===== src/rtl/ecc_pkg.sv =====
// rtl/ecc_pkg.sv - shared SECDED sizing helpers, scrubber FSM states and error types
package ecc_pkg;

  // Smallest m with 2**m >= m + k + 1 (Hamming parity bits for k data bits).
  function automatic int calc_m(input int k);
    int m;
    m = 1;
    while ((1 << m) < (m + k + 1)) m++;
    return m;
  endfunction

  // Full codeword width including the overall parity bit.
  function automatic int calc_n(input int k);
    return k + calc_m(k) + 1;
  endfunction

  typedef enum logic [2:0] {
    IDLE,
    REQ,
    WAIT,
    CHK,
    WB,
    DONE
  } state_t;

  typedef enum logic [1:0] {
    ERR_NONE,
    ERR_SEC,
    ERR_DED
  } err_t;

endpackage


===== src/rtl/ecc_scrub_ctrl_if.sv =====
// rtl/ecc_scrub_ctrl_if.sv - shared memory port and host arbitration signals of the scrubber
interface ecc_scrub_ctrl_if #(
  parameter int ADDR_W = 4,
  parameter int N      = 8
);
  logic              i_host_req;
  logic              o_host_gnt;
  logic              o_mem_en;
  logic              o_mem_we;
  logic [ADDR_W-1:0] o_mem_addr;
  logic [N-1:0]      o_mem_wdata;
  logic [N-1:0]      i_mem_rdata;

  modport master (
    input  i_host_req,
    input  i_mem_rdata,
    output o_host_gnt,
    output o_mem_en,
    output o_mem_we,
    output o_mem_addr,
    output o_mem_wdata
  );

  modport slave (
    output i_host_req,
    output i_mem_rdata,
    input  o_host_gnt,
    input  o_mem_en,
    input  o_mem_we,
    input  o_mem_addr,
    input  o_mem_wdata
  );
endinterface


===== src/rtl/secded_dec.sv =====
// rtl/secded_dec.sv - combinational SECDED decoder over the full codeword
module secded_dec
  import ecc_pkg::*;
#(
  parameter int N = 8
) (
  input  logic [N-1:0] cw,
  output logic [N-1:0] corrected,
  output logic         sec,
  output logic         ded
);
  // Bit 0 is the overall parity; bits 1..N-1 sit at their Hamming positions.
  localparam int SW = $clog2(N);

  logic [SW-1:0] syn;
  logic          par;

  // Syndrome is the XOR of the positions of all set bits; a nonzero syndrome
  // with even overall parity can only be a double error.
  always_comb begin
    syn       = '0;
    par       = ^cw;
    corrected = cw;
    sec       = 1'b0;
    ded       = 1'b0;
    for (int i = 1; i < N; i++) begin
      if (cw[i]) syn = syn ^ SW'(i);
    end
    if (par) begin
      sec = 1'b1;
      if (syn == '0) begin
        corrected[0] = ~cw[0];
      end else if (int'(syn) < N) begin
        corrected[syn] = ~cw[syn];
      end
    end else if (syn != '0) begin
      ded = 1'b1;
    end
  end
endmodule


===== src/rtl/ecc_scrub_ctrl.sv =====
// rtl/ecc_scrub_ctrl.sv - background SECDED scrubber sharing one memory port with a host
module ecc_scrub_ctrl
  import ecc_pkg::*;
#(
  parameter int K      = 4,
  parameter int ADDR_W = 4,
  parameter int CNT_W  = 8
) (
  input  logic              i_clk,
  input  logic              i_rst_n,
  input  logic              i_start,
  input  logic              i_clr,
  ecc_scrub_ctrl_if.master  mem,
  output logic              o_busy,
  output logic              o_done,
  output logic [CNT_W-1:0]  o_sec_cnt,
  output logic [CNT_W-1:0]  o_ded_cnt,
  output logic              o_ded_valid,
  output logic [ADDR_W-1:0] o_ded_addr
);
  localparam int M = calc_m(K);
  localparam int N = K + M + 1;
  localparam logic [ADDR_W-1:0] LAST_ADDR = '1;
  localparam logic [CNT_W-1:0]  CNT_MAX   = '1;

  state_t            state;
  logic [ADDR_W-1:0] addr_q;
  logic [N-1:0]      cw_q;
  logic [N-1:0]      wdata_q;
  logic [CNT_W-1:0]  sec_q;
  logic [CNT_W-1:0]  ded_q;
  logic              ded_valid_q;
  logic [ADDR_W-1:0] ded_addr_q;

  logic [N-1:0]      dec_cw;
  logic              dec_sec;
  logic              dec_ded;
  err_t              chk_err;
  logic              host_free;

  secded_dec #(.N(N)) u_dec (
    .cw        (cw_q),
    .corrected (dec_cw),
    .sec       (dec_sec),
    .ded       (dec_ded)
  );

  assign chk_err = dec_ded ? ERR_DED : (dec_sec ? ERR_SEC : ERR_NONE);

  // The host gets the port whenever no read-check-writeback is in flight.
  // Grant and the REQ strobe depend on i_host_req in the same cycle, so they
  // are decoded from the state register rather than registered themselves.
  assign host_free       = (state == IDLE) || (state == REQ) || (state == DONE);
  assign mem.o_host_gnt  = i_rst_n & host_free & mem.i_host_req;
  assign mem.o_mem_en    = ((state == REQ) && !mem.i_host_req) || (state == WB);
  assign mem.o_mem_we    = (state == WB);
  assign mem.o_mem_addr  = addr_q;
  assign mem.o_mem_wdata = wdata_q;

  assign o_busy      = (state != IDLE);
  assign o_done      = (state == DONE);
  assign o_sec_cnt   = sec_q;
  assign o_ded_cnt   = ded_q;
  assign o_ded_valid = ded_valid_q;
  assign o_ded_addr  = ded_addr_q;

  // Scrub sequencing, error bookkeeping; a clear overrides any same-cycle update.
  always_ff @(posedge i_clk or negedge i_rst_n) begin
    if (!i_rst_n) begin
      state       <= IDLE;
      addr_q      <= '0;
      cw_q        <= '0;
      wdata_q     <= '0;
      sec_q       <= '0;
      ded_q       <= '0;
      ded_valid_q <= 1'b0;
      ded_addr_q  <= '0;
    end else begin
      case (state)
        IDLE: begin
          if (i_start) begin
            state  <= REQ;
            addr_q <= '0;
          end
        end
        REQ: begin
          if (!mem.i_host_req) state <= WAIT;
        end
        WAIT: begin
          cw_q  <= mem.i_mem_rdata;
          state <= CHK;
        end
        CHK: begin
          wdata_q <= dec_cw;
          if (chk_err == ERR_SEC) begin
            if (sec_q != CNT_MAX) sec_q <= sec_q + 1'b1;
            state <= WB;
          end else begin
            if (chk_err == ERR_DED) begin
              if (ded_q != CNT_MAX) ded_q <= ded_q + 1'b1;
              if (!ded_valid_q) begin
                ded_valid_q <= 1'b1;
                ded_addr_q  <= addr_q;
              end
            end
            if (addr_q == LAST_ADDR) begin
              state <= DONE;
            end else begin
              addr_q <= addr_q + 1'b1;
              state  <= REQ;
            end
          end
        end
        WB: begin
          if (addr_q == LAST_ADDR) begin
            state <= DONE;
          end else begin
            addr_q <= addr_q + 1'b1;
            state  <= REQ;
          end
        end
        DONE: begin
          state  <= IDLE;
          addr_q <= '0;
        end
        default: state <= IDLE;
      endcase
      if (i_clr) begin
        sec_q       <= '0;
        ded_q       <= '0;
        ded_valid_q <= 1'b0;
        ded_addr_q  <= '0;
      end
    end
  end
endmodule


===== src/flat_wrapper.sv =====
// flat-port wrapper written by rule: the top's interface ports become plain ports
module ecc_scrub_ctrl_flat import ecc_pkg::*;
#(
  parameter int K      = 4,
  parameter int ADDR_W = 4,
  parameter int CNT_W  = 8
)
  (i_clk, i_rst_n, i_start, i_clr, o_busy, o_done, o_sec_cnt, o_ded_cnt, o_ded_valid, o_ded_addr, mem_i_host_req, mem_i_mem_rdata, mem_o_host_gnt, mem_o_mem_en, mem_o_mem_we, mem_o_mem_addr, mem_o_mem_wdata);
  ecc_scrub_ctrl_if #(.ADDR_W(ADDR_W)) mem_i ();
  input  logic i_clk;
  input  logic i_rst_n;
  input  logic i_start;
  input  logic i_clr;
  output logic o_busy;
  output logic o_done;
  output logic [CNT_W-1:0] o_sec_cnt;
  output logic [CNT_W-1:0] o_ded_cnt;
  output logic o_ded_valid;
  output logic [ADDR_W-1:0] o_ded_addr;
  input wire logic [$bits(mem_i.i_host_req)-1:0] mem_i_host_req;
  input wire logic [$bits(mem_i.i_mem_rdata)-1:0] mem_i_mem_rdata;
  output wire logic [$bits(mem_i.o_host_gnt)-1:0] mem_o_host_gnt;
  output wire logic [$bits(mem_i.o_mem_en)-1:0] mem_o_mem_en;
  output wire logic [$bits(mem_i.o_mem_we)-1:0] mem_o_mem_we;
  output wire logic [$bits(mem_i.o_mem_addr)-1:0] mem_o_mem_addr;
  output wire logic [$bits(mem_i.o_mem_wdata)-1:0] mem_o_mem_wdata;
  assign mem_i.i_host_req = mem_i_host_req;
  assign mem_i.i_mem_rdata = mem_i_mem_rdata;
  assign mem_o_host_gnt = mem_i.o_host_gnt;
  assign mem_o_mem_en = mem_i.o_mem_en;
  assign mem_o_mem_we = mem_i.o_mem_we;
  assign mem_o_mem_addr = mem_i.o_mem_addr;
  assign mem_o_mem_wdata = mem_i.o_mem_wdata;
  ecc_scrub_ctrl #(.K(K), .ADDR_W(ADDR_W), .CNT_W(CNT_W)) u_core (.i_clk(i_clk), .i_rst_n(i_rst_n), .i_start(i_start), .i_clr(i_clr), .mem(mem_i), .o_busy(o_busy), .o_done(o_done), .o_sec_cnt(o_sec_cnt), .o_ded_cnt(o_ded_cnt), .o_ded_valid(o_ded_valid), .o_ded_addr(o_ded_addr));
endmodule

===== config.mk =====
export PLATFORM = sky130hd
export DESIGN_NAME = ecc_scrub_ctrl_flat
export DESIGN_NICKNAME = d
export VERILOG_FILES = /design/src/rtl/ecc_pkg.sv /design/src/rtl/ecc_scrub_ctrl_if.sv /design/src/rtl/secded_dec.sv /design/src/rtl/ecc_scrub_ctrl.sv /design/src/flat_wrapper.sv
export SDC_FILE = /design/constraint.sdc
export NUM_CORES = 1
export LEC_CHECK = 0
export BUFFER_PORTS_ARGS = -buffer_cell sky130_fd_sc_hd__buf_4
export CAP_MARGIN = 5
export CORE_ASPECT_RATIO = 1.5
export CORE_MARGIN = 4
export CORE_UTILIZATION = 60
export CTS_BUF_LIST = sky130_fd_sc_hd__clkbuf_8
export DETAILED_ROUTE_END_ITERATION = 10
export PLACE_DENSITY = 0.9
export SYNTH_ARGS = -nofsm -noshare
export SYNTH_HDL_FRONTEND = slang
export SYNTH_SLANG_ARGS = --single-unit
export TNS_END_PERCENT = 5

===== constraint.sdc =====
create_clock -name i_clk -period 4.6 [get_ports i_clk]
set_clock_uncertainty 0.1 [all_clocks]
set_input_delay 0.23 -clock i_clk [delete_from_list [all_inputs] [get_ports i_clk]]
set_output_delay 0.23 -clock i_clk [all_outputs]
set_load 0.005 [all_outputs]

==> flow_summary.ini <==
[placed_design]
placed_area_um2 = 3182
port-buffer-count = 50
post-dp-hpwl_um = 4525
place_inst = 403
place_congestion = 0.9164

[global_route]
overflow = 0
antenna_found_initial = 0
first_global_vias = 2364
grt.total_usage_pct = 22.39
grt_max_degree = 46
grt_pass1_wl_um = 10660

[critical_path]
cp.arrival_ns = 2.97
path_delay_family = compound AO/OA/AOI/OAI gates
crit_type = register to register
reg2reg_depth = 6
cp-start-kind = register
cp.required_ns = 4.68
reg2reg_slack_ns = 1.71
end_kind = register
r2r-start = u_core.cw_q[5]$_DFFE_PN0P_
timing.critical_path.buf_inv = 0
cp_max_fo = 15
crit_chain = xor2_1, nand3_1, o2111a_2, o21ai_1, a31oi_2, mux2_1
crit_path_max_incr_delay_ns = 0.66
cp_slowest_cell = dfrtp_1
r2r-end = u_core.o_ded_cnt[0]$_DFFE_PN0P_

[timing]
period_needed_ns = 2.891
tns_ns = 0
clock.fmax_mhz = 345.9
tightest_slew_ns = 0.8740
min_period_over_period_pct = 62.85
rsz0062_at_grt = no
max_slew_margin_pct = 41.56
hold-worst-slack_ns = 0.05874
setup_viol = 0
hold_viol = 0
slew_viol_final = 0

[synthesis]
ys_async_sr_fraction_pct = 100.0
synth-edff-count = 0
syn_avg_cell_area_um2 = 9.132
synthCells = 308
synth_area_um2 = 2813
synth_top_cell_by_area = dfrtp_1
synth_seq_cells = 44
synth-seq-area-share_pct = 39.15
ys_top_cells_by_area = dfrtp_1 39%, mux2_2 4.4%, xnor2_1 4.0%, nor2_1 3.7%, a21oi_1 3.6%
netlist.area_leader.share_pct = 39.15
synth_flop_cell = dfrtp_1
synth_cell_types = 56
synth_nets = 324
synth_warnings = 0

[cells_and_area]
area_delta_synth_final_pct = 17.30
layout.cells.non_filler = 412
final_cell_mix = 51 x buf_4, 44 x dfrtp_1, 28 x nor2_1
drive_gt1_share_pct = 23.56
layout_commonest_cell = buf_4
insertedDiodeCount = 0
final_nets = 363
fin_area_um2 = 3299

[power_and_ir_drop]
power_density_nw_per_um2 = 808.9
peakVddDrop_v = 0.0003910
p_total_mw = 2.669
p_leak_nw = 1.446

[clock_tree]
cts_sinks = 44
hold_buffers = 1
cts-root-buf = clkbuf_8
post-cts-setup-buffer-count = 0
clk_latency_ns = 0.29
path_clk_slew_ns = 0.08
ctsHtreeMaxLevel = 2
clk_path_buf_depth = 2
ctsResizeCount = 0
cts_made_buffers = 5
cts_tree = built

[floorplan]
start_util_pct = 61.93
die_y_um = 91.86
rows = 30
die_x_um = 63.91
num_io_pins = 51
design.die.area_um2 = 5870
core_um2 = 4542

[route]
met3_length_um = 310
dr.pass1.iters = 4
routed-via-count = 2441
wl_met1_um = 2523
routed_wl_um = 6338
drt_iter0_markers = 133
ant_nets = 0
routedWlPerCell_um = 15.38
top_layer = met4
met2_length_um = 3348
route.detailed.drc = 0
via_per_inst = 5.925

[hold_path]
hold_class = input pin to register
hp-start = mem_i_mem_rdata[7]
hold_path_end = u_core.cw_q[7]$_DFFE_PN0P_
hold_depth = 2

[outcome]
status = completed

[flow_run]
maxCapViolations = 0
metal layers:
layer | vias up | GRT usage, %
met2 | 71 | 40.38
met4 | 0 | 10.09
met3 | 15 | 3.676
li1 | 1175 | -
met5 | - | 0
met1 | 1180 | 25.26
state kept, by name (all words and copies together), names as in the netlist:
signal,flops
u_core.mem.o_mem_addr,4
u_core.state,3
u_core.o_ded_cnt,8
u_core.o_ded_addr,4
u_core.o_sec_cnt,8
u_core.o_ded_valid,1
u_core.mem.o_mem_wdata,8
u_core.cw_q,8
metrics by stage:
step	util (%)	worst slack, ns
global route	72.64	1.536
detailed placement	70.06	1.774
global placement	70.06	1.934
floorplan	-	2.336
CTS	72.64	1.743
finish	72.64	1.709
power by group:
part,internal [mW],total [mW],switching (mW)
sequential,0.498,0.715,0.218
combinational,0.697,1.66,0.966
clock,0.159,0.290,0.131
total,1.35,2.67,1.32
layout make-up:
class,count,area (µm²)
Clock buffer,5,68.82
Clock inverter,3,38.79
Fill cell,352,1242
Inverter,7,26.28
Multi-Input combinational cell,237,1592
Sequential cell,44,1101
Tap cell,64,80.08
Timing Repair Buffer,52,392.9
cells by family after synthesis:
kind of cell / count (synthesis) / share of synthesized area (%)
and+or+nand+nor: 120 / 21.66
AOI/OAI and AO/OA: 69 / 16.15
DFF: 44 / 39.15
buffers and inverters: 27 / 4.271
xor gates and xnor gates: 25 / 9.787
muxes: 20 / 7.651
adders and majority gates: 3 / 1.335
synth_stat cells (6+ instances only):
cell type	instances
inv_1	7
nand3_1	19
nor2b_1	7
nor2_1	28
clkbuf_1	11
mux2i_1	8
a21oi_1	20
buf_2	6
nor4_1	6
dfrtp_1	44
mux2_2	11
nor3_1	6
xnor2_1	13
xor2_1	6
o21ai_0	19
nand2_1	26
how the worst max path moves through the flow:
| stage | startpoint | end | depth (start not counted) | slack [ns] |
|---|---|---|---|---|
| 6_report | u_core.cw_q[5]$_DFFE_PN0P_ | u_core.o_ded_cnt[0]$_DFFE_PN0P_ | 6 | 1.71 |
| 5_1_grt | u_core.cw_q[5]$_DFFE_PN0P_ | u_core.o_ded_cnt[0]$_DFFE_PN0P_ | 6 | 1.54 |
| 4_1_cts | u_core.cw_q[5]$_DFFE_PN0P_ | u_core.o_ded_cnt[0]$_DFFE_PN0P_ | 6 | 1.74 |
| 3_5_place_dp | u_core.cw_q[5]$_DFFE_PN0P_ | u_core.o_ded_cnt[0]$_DFFE_PN0P_ | 6 | 1.77 |
| 3_3_place_gp | u_core.cw_q[5]$_DFFE_PN0P_ | u_core.o_ded_cnt[0]$_DFFE_PN0P_ | 6 | 1.93 |
| 2_1_floorplan | u_core.cw_q[7]$_DFFE_PN0P_ | u_core.o_ded_cnt[0]$_DFFE_PN0P_ | 8 | 2.34 |
No activity file was read; power rests on OpenSTA's default activity.
